==> config.mk <==
export PLATFORM = sky130hd
export DESIGN_NAME = ucsbece154b_victim_cache_pipelined_flat
export DESIGN_NICKNAME = d
export VERILOG_FILES = /design/src/rtl/ucsbece154b_victim_cache_pipelined_if.sv /design/src/rtl/ucsbece154b_victim_cache_pipelined.sv /design/src/flat_wrapper.sv
export SDC_FILE = /design/constraint.sdc
export NUM_CORES = 2
export LEC_CHECK = 0
export BUFFER_PORTS_ARGS = -buffer_cell sky130_fd_sc_hd__buf_2
export CAP_MARGIN = 40
export CORE_MARGIN = 2
export CORE_UTILIZATION = 45
export CTS_BUF_LIST = sky130_fd_sc_hd__clkbuf_8
export DETAILED_ROUTE_END_ITERATION = 12
export PLACE_DENSITY = 0.76
export REMOVE_ABC_BUFFERS = 1
export SLEW_MARGIN = 20
export SYNTH_ARGS = -nofsm -noshare
export SYNTH_HDL_FRONTEND = slang
export SYNTH_SLANG_ARGS = --single-unit
==> constraint.sdc <==
create_clock -name clk_i -period 13.87 [get_ports clk_i]
set_input_delay 4.161 -clock clk_i [delete_from_list [all_inputs] [get_ports clk_i]]
set_output_delay 4.161 -clock clk_i [all_outputs]
set_load 0.005 [all_outputs]
==> src/rtl/ucsbece154b_victim_cache_pipelined_if.sv <==
// Lookup/response and insert bus between the L1 and the victim cache.
// The master (L1 side) issues lookups and evictions; the slave (cache) answers one cycle later.
interface ucsbece154b_victim_cache_pipelined_if #(
    parameter int ADDR_WIDTH = 56,
    parameter int LINE_WIDTH = 128
);
    logic                  req_valid_i;
    logic [ADDR_WIDTH-1:0] raddr_i;
    logic                  rsp_valid_o;
    logic                  hit_o;
    logic [LINE_WIDTH-1:0] rdata_o;
    logic                  we_i;
    logic [ADDR_WIDTH-1:0] waddr_i;
    logic [LINE_WIDTH-1:0] wdata_i;

    modport master (
        output req_valid_i, raddr_i, we_i, waddr_i, wdata_i,
        input  rsp_valid_o, hit_o, rdata_o
    );

    modport slave (
        input  req_valid_i, raddr_i, we_i, waddr_i, wdata_i,
        output rsp_valid_o, hit_o, rdata_o
    );
endinterface

==> src/rtl/ucsbece154b_victim_cache_pipelined.sv <==
// Fully-associative victim cache with age-counter LRU, 1-cycle pipelined lookups,
// optional swap-on-hit invalidation and saturating hit/miss statistics.
module ucsbece154b_victim_cache_pipelined #(
    parameter int ADDR_WIDTH  = 56,
    parameter int LINE_WIDTH  = 128,
    parameter int NR_ENTRIES  = 4,
    parameter int SWAP_ON_HIT = 1,
    parameter int CNT_WIDTH   = 32
) (
    input  logic                 clk_i,
    input  logic                 rst_ni,
    input  logic                 flush_i,
    input  logic                 en_i,
    ucsbece154b_victim_cache_pipelined_if.slave bus,
    input  logic                 clr_stats_i,
    output logic [CNT_WIDTH-1:0] hit_count_o,
    output logic [CNT_WIDTH-1:0] miss_count_o
);
    localparam int OFFSET = $clog2(LINE_WIDTH / 8);
    localparam int TAG_W  = ADDR_WIDTH - OFFSET;
    localparam int AW     = (NR_ENTRIES > 1) ? $clog2(NR_ENTRIES) : 1;
    localparam logic [AW-1:0] AGE_LRU = AW'(NR_ENTRIES - 1);

    typedef logic [TAG_W-1:0]      tag_t;
    typedef logic [LINE_WIDTH-1:0] line_t;
    typedef logic [AW-1:0]         age_t;

    logic  valid_r [NR_ENTRIES];
    tag_t  tag_r   [NR_ENTRIES];
    line_t data_r  [NR_ENTRIES];
    age_t  age_r   [NR_ENTRIES];

    logic  valid_a_s [NR_ENTRIES];
    age_t  age_a_s   [NR_ENTRIES];
    logic  valid_n_s [NR_ENTRIES];
    age_t  age_n_s   [NR_ENTRIES];

    logic [NR_ENTRIES-1:0] rmatch_s;
    tag_t  rtag_s, wtag_s;
    logic  active_s, rd_s, wr_s;
    logic  hit_s;
    age_t  hit_idx_s, hit_age_s;
    line_t hit_data_s;
    logic  wmatch_s, winv_s;
    age_t  widx_match_s, widx_inv_s, widx_lru_s;
    age_t  tgt_s, tgt_age_s;
    logic  addr_unused_s;

    logic                 rsp_valid_r, hit_r;
    line_t                rdata_r;
    logic [CNT_WIDTH-1:0] hit_cnt_r, miss_cnt_r;

    assign rtag_s        = bus.raddr_i[ADDR_WIDTH-1:OFFSET];
    assign wtag_s        = bus.waddr_i[ADDR_WIDTH-1:OFFSET];
    assign addr_unused_s = ^{bus.raddr_i, bus.waddr_i};
    // A disabled or flushing cache ignores both ports for the cycle.
    assign active_s      = en_i & ~flush_i;
    assign rd_s          = active_s & bus.req_valid_i;
    assign wr_s          = active_s & bus.we_i;

    // Lookup against the pre-edge contents; tags are unique so matches can be OR-combined.
    always_comb begin
        hit_s      = 1'b0;
        hit_idx_s  = '0;
        hit_age_s  = '0;
        hit_data_s = '0;
        for (int i = 0; i < NR_ENTRIES; i++) begin
            rmatch_s[i] = valid_r[i] && (tag_r[i] == rtag_s);
            hit_s       = hit_s | rmatch_s[i];
            hit_idx_s   = hit_idx_s  | (rmatch_s[i] ? AW'(i)    : '0);
            hit_age_s   = hit_age_s  | (rmatch_s[i] ? age_r[i]  : '0);
            hit_data_s  = hit_data_s | (rmatch_s[i] ? data_r[i] : '0);
        end
    end

    // State after the read side effect: bump the hit way and optionally swap it out.
    always_comb begin
        for (int i = 0; i < NR_ENTRIES; i++) begin
            if (rd_s && hit_s && (AW'(i) == hit_idx_s)) begin
                valid_a_s[i] = (SWAP_ON_HIT == 0) ? 1'b1 : 1'b0;
                age_a_s[i]   = '0;
            end else if (rd_s && hit_s && (age_r[i] < hit_age_s)) begin
                valid_a_s[i] = valid_r[i];
                age_a_s[i]   = age_r[i] + AW'(1);
            end else begin
                valid_a_s[i] = valid_r[i];
                age_a_s[i]   = age_r[i];
            end
        end
    end

    // Write target: resident tag, else lowest invalid way, else the oldest way.
    always_comb begin
        wmatch_s     = 1'b0;
        winv_s       = 1'b0;
        widx_match_s = '0;
        widx_inv_s   = '0;
        widx_lru_s   = '0;
        for (int i = NR_ENTRIES - 1; i >= 0; i--) begin
            wmatch_s     = wmatch_s | (valid_a_s[i] && (tag_r[i] == wtag_s));
            widx_match_s = (valid_a_s[i] && (tag_r[i] == wtag_s)) ? AW'(i) : widx_match_s;
            winv_s       = winv_s | ~valid_a_s[i];
            widx_inv_s   = (!valid_a_s[i]) ? AW'(i) : widx_inv_s;
            widx_lru_s   = (age_a_s[i] == AGE_LRU) ? AW'(i) : widx_lru_s;
        end
        tgt_s     = wmatch_s ? widx_match_s : (winv_s ? widx_inv_s : widx_lru_s);
        tgt_age_s = age_a_s[tgt_s];
    end

    // Apply the write on top of the read result so the written line ends up MRU.
    always_comb begin
        for (int i = 0; i < NR_ENTRIES; i++) begin
            if (wr_s && (AW'(i) == tgt_s)) begin
                valid_n_s[i] = 1'b1;
                age_n_s[i]   = '0;
            end else if (wr_s && (age_a_s[i] < tgt_age_s)) begin
                valid_n_s[i] = valid_a_s[i];
                age_n_s[i]   = age_a_s[i] + AW'(1);
            end else begin
                valid_n_s[i] = valid_a_s[i];
                age_n_s[i]   = age_a_s[i];
            end
        end
    end

    // Way storage; flush/disable drops all lines and restores the identity age order.
    always_ff @(posedge clk_i or negedge rst_ni) begin
        if (!rst_ni) begin
            for (int i = 0; i < NR_ENTRIES; i++) begin
                valid_r[i] <= 1'b0;
                age_r[i]   <= AW'(i);
                tag_r[i]   <= '0;
                data_r[i]  <= '0;
            end
        end else if (!active_s) begin
            for (int i = 0; i < NR_ENTRIES; i++) begin
                valid_r[i] <= 1'b0;
                age_r[i]   <= AW'(i);
            end
        end else begin
            for (int i = 0; i < NR_ENTRIES; i++) begin
                valid_r[i] <= valid_n_s[i];
                age_r[i]   <= age_n_s[i];
                if (wr_s && (AW'(i) == tgt_s)) begin
                    tag_r[i]  <= wtag_s;
                    data_r[i] <= bus.wdata_i;
                end
            end
        end
    end

    // Response stage; rdata holds across idle cycles.
    always_ff @(posedge clk_i or negedge rst_ni) begin
        if (!rst_ni) begin
            rsp_valid_r <= 1'b0;
            hit_r       <= 1'b0;
            rdata_r     <= '0;
        end else begin
            rsp_valid_r <= rd_s;
            hit_r       <= rd_s & hit_s;
            if (rd_s) begin
                rdata_r <= hit_s ? hit_data_s : '0;
            end
        end
    end

    // Saturating statistics; clear wins over a same-cycle increment.
    always_ff @(posedge clk_i or negedge rst_ni) begin
        if (!rst_ni) begin
            hit_cnt_r  <= '0;
            miss_cnt_r <= '0;
        end else if (clr_stats_i) begin
            hit_cnt_r  <= '0;
            miss_cnt_r <= '0;
        end else if (rd_s && hit_s && (hit_cnt_r != '1)) begin
            hit_cnt_r  <= hit_cnt_r + CNT_WIDTH'(1);
        end else if (rd_s && !hit_s && (miss_cnt_r != '1)) begin
            miss_cnt_r <= miss_cnt_r + CNT_WIDTH'(1);
        end
    end

    assign bus.rsp_valid_o = rsp_valid_r;
    assign bus.hit_o       = hit_r;
    assign bus.rdata_o     = rdata_r;
    assign hit_count_o     = hit_cnt_r;
    assign miss_count_o    = miss_cnt_r;
endmodule

==> src/flat_wrapper.sv <==
// flat-port wrapper written by rule: the top's interface ports become plain ports
module ucsbece154b_victim_cache_pipelined_flat 
#(
    parameter int ADDR_WIDTH  = 56,
    parameter int LINE_WIDTH  = 128,
    parameter int NR_ENTRIES  = 4,
    parameter int SWAP_ON_HIT = 1,
    parameter int CNT_WIDTH   = 32
)
  (clk_i, rst_ni, flush_i, en_i, clr_stats_i, hit_count_o, miss_count_o, bus_req_valid_i, bus_raddr_i, bus_we_i, bus_waddr_i, bus_wdata_i, bus_rsp_valid_o, bus_hit_o, bus_rdata_o);
  ucsbece154b_victim_cache_pipelined_if #(.ADDR_WIDTH(ADDR_WIDTH), .LINE_WIDTH(LINE_WIDTH)) bus_i ();
  input  logic clk_i;
  input  logic rst_ni;
  input  logic flush_i;
  input  logic en_i;
  input  logic clr_stats_i;
  output logic [CNT_WIDTH-1:0] hit_count_o;
  output logic [CNT_WIDTH-1:0] miss_count_o;
  input wire logic [$bits(bus_i.req_valid_i)-1:0] bus_req_valid_i;
  input wire logic [$bits(bus_i.raddr_i)-1:0] bus_raddr_i;
  input wire logic [$bits(bus_i.we_i)-1:0] bus_we_i;
  input wire logic [$bits(bus_i.waddr_i)-1:0] bus_waddr_i;
  input wire logic [$bits(bus_i.wdata_i)-1:0] bus_wdata_i;
  output wire logic [$bits(bus_i.rsp_valid_o)-1:0] bus_rsp_valid_o;
  output wire logic [$bits(bus_i.hit_o)-1:0] bus_hit_o;
  output wire logic [$bits(bus_i.rdata_o)-1:0] bus_rdata_o;
  assign bus_i.req_valid_i = bus_req_valid_i;
  assign bus_i.raddr_i = bus_raddr_i;
  assign bus_i.we_i = bus_we_i;
  assign bus_i.waddr_i = bus_waddr_i;
  assign bus_i.wdata_i = bus_wdata_i;
  assign bus_rsp_valid_o = bus_i.rsp_valid_o;
  assign bus_hit_o = bus_i.hit_o;
  assign bus_rdata_o = bus_i.rdata_o;
  ucsbece154b_victim_cache_pipelined #(.ADDR_WIDTH(ADDR_WIDTH), .LINE_WIDTH(LINE_WIDTH), .NR_ENTRIES(NR_ENTRIES), .SWAP_ON_HIT(SWAP_ON_HIT), .CNT_WIDTH(CNT_WIDTH)) u_core (.clk_i(clk_i), .rst_ni(rst_ni), .flush_i(flush_i), .en_i(en_i), .bus(bus_i), .clr_stats_i(clr_stats_i), .hit_count_o(hit_count_o), .miss_count_o(miss_count_o));
endmodule
# After elaboration in Yosys (flattened, before gate mapping)
# Index checks and enable logic that the tools add are counted.
# classes
n_reduce_logical	38
n_lt_le_gt_ge	9
muxes	60
bitwise_logic	27
n_addsub	10
eq_ne	21
# ops
operator	count
$mux 128	5
$eq 52x52->1	8
$or 128x128->128	3
$mux 32	5
$mux 2	38
$add 32x1->32 const B	2
$ne 32x32->1 const B	2
$logic_and 1x1->1	28
$add 2x1->2 const B	8
$lt 2x2->1	8
$or 2x2->2	5
$reduce_and 2->1	5
$mux 1	9
$or 1x1->1	9
$eq 2x2->1 const A	4
$eq 2x2->1 const B	4
$mux 8	1
$not 1->1	5
$and 1x1->1	4
$bmux 2 s2	1
$eq 1x2->1 const A	2
$logic_not 2->1	2
$mux 4	1
$reduce_bool 2->1	2
other kinds (4)	4
# totals
inputBits	247
reg_bits	926
word_cells	186

# Logic depth before layout (Yosys ltp)
# depth
depth_word	26
depth_mapped	27
depth_no_buf	22

# Worst setup path after synthesis
# OpenSTA, ideal clock, no wires.
# synth_path
path_type	in2reg
startpoint	in bus_raddr_i[36]
endpoint	reg u_core.age_r[7] in the netlist's numbering
setup_time_ns	0.120
slack_ns	4.955
stages	22
path_buffers	2
required_ns	13.750
arrival_time_ns	8.794
cell_sequence	clkbuf_1 > xor2_1 > or4b_2 > or4b_2 > o32ai_1 > o32ai_1 > a21boi_0 > o21ai_0 > inv_1 > ha_1 > inv_1 > a21oi_1 > o21a_1 > a21o_1 > nand4_1 > o221a_2 > buf_6 > mux2i_1 > mux2_2 > or2_2 > or3_1 > o211a_1
# synth_via
elab_chain_cells	26
word_cells_on_any_way	96
classes_between	1 x add/sub; 5 x order compare; 11 x eq/ne; 39 x mux; 19 x bitwise; 21 x reduce/logical
# synth_rtl
element	line	text
from (decl)	flat_wrapper.sv:20	input wire logic [$bits(bus_i.raddr_i)-1:0] bus_raddr_i;
$eq 52x52->1	ucsbece154b_victim_cache_pipelined.sv:68	rmatch_s[i] = valid_r[i] && (tag_r[i] == rtag_s);
$logic_and 1x1->1	ucsbece154b_victim_cache_pipelined.sv:68	
$mux 2	ucsbece154b_victim_cache_pipelined.sv:71	hit_age_s = hit_age_s | (rmatch_s[i] ? age_r[i] : '0);
$or 2x2->2 (3 in series)	ucsbece154b_victim_cache_pipelined.sv:71	
$lt 2x2->1	ucsbece154b_victim_cache_pipelined.sv:82	end else if (rd_s && hit_s && (age_r[i] < hit_age_s)) begin
$logic_and 1x1->1	ucsbece154b_victim_cache_pipelined.sv:82	
$mux 2	ucsbece154b_victim_cache_pipelined.sv:82	
$mux 2	ucsbece154b_victim_cache_pipelined.sv:79	if (rd_s && hit_s && (AW'(i) == hit_idx_s)) begin
[... 7 more ...]	-	
$not 2->3 (implied by the code)	ucsbece154b_victim_cache_pipelined.sv:107	tgt_age_s = age_a_s[tgt_s];
$bmux 2 s2	ucsbece154b_victim_cache_pipelined.sv:107	
$mux 2 (implied by the code) (2 in series)	ucsbece154b_victim_cache_pipelined.sv:107	
$lt 2x2->1	ucsbece154b_victim_cache_pipelined.sv:116	end else if (wr_s && (age_a_s[i] < tgt_age_s)) begin
$logic_and 1x1->1	ucsbece154b_victim_cache_pipelined.sv:116	
$mux 2	ucsbece154b_victim_cache_pipelined.sv:116	
$mux 2 (*)	ucsbece154b_victim_cache_pipelined.sv:113	if (wr_s && (AW'(i) == tgt_s)) begin
$mux 8 (*)	ucsbece154b_victim_cache_pipelined.sv:135	end else if (!active_s) begin
to (signal, indexed assignment)	ucsbece154b_victim_cache_pipelined.sv:131	age_r[i] <= AW'(i);
to (signal, indexed assignment)	ucsbece154b_victim_cache_pipelined.sv:138	age_r[i] <= AW'(i);
to (signal, indexed assignment)	ucsbece154b_victim_cache_pipelined.sv:143	age_r[i] <= age_n_s[i];
to (decl)	ucsbece154b_victim_cache_pipelined.sv:31	age_t age_r [NR_ENTRIES];
# Mark *: on every way between the ends. The rest lies on a longest branch, timed or not. The select of a mux whose other input is x is not followed.
# A chain may end at the register's enable or synchronous reset.

# Worst setup path after layout
# layout_path
startpoint	in bus_raddr_i[15]
endpoint	reg u_core.data_r[55] in the netlist's numbering
# layout_via
elab_chain_cells	20
word_cells_on_any_way	87
classes_between	4 x order compare; 12 x eq/ne; 33 x mux; 18 x bitwise; 20 x reduce/logical
# layout_rtl
element	line	text
$eq 52x52->1	ucsbece154b_victim_cache_pipelined.sv:68	
$logic_and 1x1->1	ucsbece154b_victim_cache_pipelined.sv:68	
$mux 2	ucsbece154b_victim_cache_pipelined.sv:71	
$or 2x2->2 (3 in series)	ucsbece154b_victim_cache_pipelined.sv:71	
$lt 2x2->1	ucsbece154b_victim_cache_pipelined.sv:82	
$logic_and 1x1->1	ucsbece154b_victim_cache_pipelined.sv:82	
$mux 2	ucsbece154b_victim_cache_pipelined.sv:82	
$mux 2	ucsbece154b_victim_cache_pipelined.sv:79	
$eq 2x2->1	ucsbece154b_victim_cache_pipelined.sv:104	widx_lru_s = (age_a_s[i] == AGE_LRU) ? AW'(i) : widx_lru_s;
$mux 2 (4 in series)	ucsbece154b_victim_cache_pipelined.sv:104	
$mux 2	ucsbece154b_victim_cache_pipelined.sv:106	tgt_s = wmatch_s ? widx_match_s : (winv_s ? widx_inv_s : widx_lru_s);
$mux 2 (*)	ucsbece154b_victim_cache_pipelined.sv:106	
$eq 2x2->1 (*)	ucsbece154b_victim_cache_pipelined.sv:144	if (wr_s && (AW'(i) == tgt_s)) begin
$logic_and 1x1->1 (*)	ucsbece154b_victim_cache_pipelined.sv:144	
$reduce_and 2->1 (no line) (*)	-	
to (signal, indexed assignment)	ucsbece154b_victim_cache_pipelined.sv:146	data_r[i] <= bus.wdata_i;
to (decl)	ucsbece154b_victim_cache_pipelined.sv:30	line_t data_r [NR_ENTRIES];
# Mark *: on every way between the ends. The rest lies on a longest branch, timed or not.

==> results.py <==
metrics = {
    "setup_path": {
        "critical_path.slowest_cell": "or4_1",
        "crit_path_end_kind": "flip-flop",
        "crit_fanout": 59,
        "crit_top_cell": "buf_4",
        "crit_family": "simple AND/OR/NAND/NOR gates",
        "required_ns": 14.56,
        "cp_cell_sequence": "buf_2, xnor2_1, or4b_1, or4_1, nor2_1, and4_4, buf_16, o41ai_2, buf_4, a21oi_2, nand2_1, a21oi_1, ha_1, a21oi_1, o21a_1, a21o_1, nand4_1, o221a_2, inv_1, nor3_2, buf_4, buf_4, mux2_2",
        "crit_type": "in -> reg",
        "crit_buf_inv": 6,
        "start_kind": "input pin",
        "cpPeakStageDelay_ns": 0.60,
        "cp.arrival_ns": 11.36,
    },
    "clocking": {
        "postCtsResizedCells": 0,
        "holdBufCountCts": 0,
        "clockBufferDepth": 3,
        "cts_num_sinks": 926,
        "path_clk_slew_ns": 0.06,
        "htreeDepth": 4,
        "postCtsSetupRepairBufs": 0,
        "cts_tree": "yes",
        "cts_buffers": 157,
        "worst_skew_pair.late_latency_ns": 0.83,
        "clockRootBuffer": "clkbuf_8",
    },
    "floorplanning": {
        "ios": 441,
        "die-height_um": 316,
        "placementRows": 114,
        "core_um2": 96400,
        "die_w_um": 316,
        "start_util_pct": 45.3,
        "die_area_um2": 99600,
    },
    "power_and_ir_drop": {
        "power_density_nw_per_um2": 128,
        "vdd_ir_drop_max_mv": 0.111,
        "finalPower_w": 0.00646,
        "p_leak_nw": 23.0,
    },
    "sta": {
        "rsz0062_at_grt": "no",
        "maxSlewViolCount": 0,
        "tightest_slew_ns": 1.05,
        "hold_violations": 0,
        "fin_crit_ns": 10.67,
        "period_share_pct": 76.9,
        "fmax_mhz": 93.7,
        "slew_headroom_pct": 30.0,
        "setup_tns_ns": 0,
        "fin_skew_ns": 0.0551,
        "finalSetupViolCount": 0,
    },
    "logic_synthesis": {
        "synth_top_area_share_pct": 52.8,
        "synthArstFlopShare_pct": 100,
        "yosys_register_bits": 926,
        "yosys.area.top_type": "dfrtp_1",
        "synth_edf_count": 0,
        "synth.area.top_cells": "dfrtp_1 (53%), mux2_2 (18%), xnor2_1 (5.5%)",
        "ys.flop_type": "dfrtp_1",
        "synth.distinct_cells": 81,
        "ys_seq_area_share_pct": 53.1,
        "ys.warnings.count": 0,
        "syn_area_um2": 43700,
        "avgSynthCellArea_um2": 12.3,
        "postSynthCellCount": 3543,
    },
    "placed_design": {
        "dp_hpwl_um": 86700,
        "gp_congestion": 1.01,
        "io_buffers": 432,
        "placed_area_um2": 47000,
    },
    "global_route": {
        "grt_max_degree": 179,
        "grtUsageTotal_pct": 26.0,
        "grt_pass1_wl_um": 196000,
        "grt_pass1_vias": 31500,
        "overflow": 0,
        "antenna_found_initial": 23,
    },
    "cells_and_area": {
        "area_delta_synth_final_pct": 15.2,
        "most-common-layout-cells": "dfrtp_1 (922), mux2_2 (713), buf_2 (433)",
        "seqCellArea_um2": 23200,
        "nets": 4178,
        "drive_gt1_share_pct": 36.0,
        "multi_input_area_um2": 19300,
        "final_common_cell": "dfrtp_1",
        "final_cell_area_um2": 50300,
        "num-fill-cells": 8358,
    },
    "outcome": {
        "status": "completed",
    },
    "routing": {
        "detail-route-antenna-nets": 0,
        "post_drt_via_cell_ratio": 5.85,
        "post_drt_wl_per_cell_um": 24.6,
        "wl_um": 131000,
        "drtPass1Iterations": 7,
        "remaining_drc_errors": 0,
        "drt_iter0_drc": 2820,
        "vias": 31200,
    },
    "hold_path": {
        "hold_path.class": "reg -> reg",
    },
    "run": {
        "maxCapViolCount": 0,
    },
}
[cells in the mapped netlist, types with 5 or more instances]
library cell,number
dfrtp_1,922
nand4b_1,7
o2111ai_1,6
a31oi_1,5
a22o_1,128
buf_2,80
and2_1,5
o21ai_0,151
buf_1,9
ha_1,6
nand2b_1,33
nand4_1,117
nor2b_1,17
or3_1,9
o32ai_1,5
or4_1,5
mux2_2,713
nand3_1,48
inv_1,37
a2111oi_0,5
a21oi_1,21
nor2_1,93
and3_1,18
xnor2_1,272
mux2i_1,5
clkbuf_1,163
nor4_1,67
nor3_1,12
nand2_1,185
a221oi_1,128
and4_1,10
xor2_1,178
[power breakdown]
part	switching (W)	leakage, nW	internal (W)
registers	0.000190	12.3	0.00296
clock network	0.00116	1.86	0.00137
logic	0.000409	8.86	0.000362
total	0.00176	23.0	0.00469
[logic make-up after synthesis]
| kind of cell | after synthesis | synth area share [%] |
|---|---|---|
| simple gates | 655 | 7.92 |
| xor+xnor | 450 | 9.03 |
| buf+inv | 292 | 2.79 |
| flops | 926 | 53.1 |
| mux | 719 | 18.5 |
| compound gates | 493 | 8.44 |
| fa+ha+maj | 8 | 0.218 |
[routing by layer]
metal  track usage (%)  share of wire, %  up-vias
met5                 0              0.14        -
met4              12.9               4.8       30
met3              6.60               8.4      341
met2              40.4                46     1251
met1              34.0                41    16000
li1                  -                 -    13600
[flip-flops by register name, summed over array words and instances (netlist names)]
signal / cells
u_core.age_r: 8
u_core.tag_r: 208
u_core.bus.hit_o: 1
u_core.bus.rsp_valid_o: 1
u_core.hit_count_o: 32
u_core.valid_r: 4
u_core.miss_count_o: 32
u_core.bus.rdata_o: 128
u_core.data_r: 512
[layout make-up]
class | count | share of cell area (%)
tap | 1276 | 3.17
timing repair buffer | 478 | 5.52
sequential | 926 | 46.1
clock buffer | 199 | 5.44
clock inverter | 80 | 1.07
multi-input combinational | 2325 | 38.4
antenna | 11 | 0.0547
inverter | 37 | 0.276
[worst min-delay path, stage by stage, from the launching register on]
cell and delay [ns]:
dfrtp_1 0.33, nand2_1 0.04, o21ai_0 0.06
[metrics by stage]
stage / worst slack, ns / utilization [%] / cells / hold slack (ns)
6_report: 3.20 / 52.2 / 5332 / 0.469
5_1_grt: 2.97 / 52.2 / 5328 / 0.496
4_1_cts: 3.41 / 52.1 / 5319 / 0.478
3_5_place_dp: 2.51 / 48.7 / 5040 / 0.464
3_3_place_gp: 2.37 / 48.5 / 5029 / 0.457
2_1_floorplan: -28.49 / - / 3288 / 0.473
[final timing paths]
| path | cells past startpoint | from | end | slack [ns] |
|---|---|---|---|---|
| max in group asynchronous | 3 | rst_ni | u_core.data_r[427] | 8.11 |
| worst min-delay path | 2 | u_core.bus.rdata_o[103] | u_core.bus.rdata_o[103] | 0.47 |
| worst max-delay path | 23 | bus_raddr_i[15] | u_core.data_r[55] | 3.20 |
| worst min register to register | 2 | u_core.bus.rdata_o[103] | u_core.bus.rdata_o[103] | 0.47 |
| min in group asynchronous | 1 | rst_ni | u_core.tag_r[172] | 3.36 |
| worst max register to register | 22 | u_core.tag_r[63] | u_core.data_r[55] | 6.31 |
No activity file was read; power rests on OpenSTA's default activity.
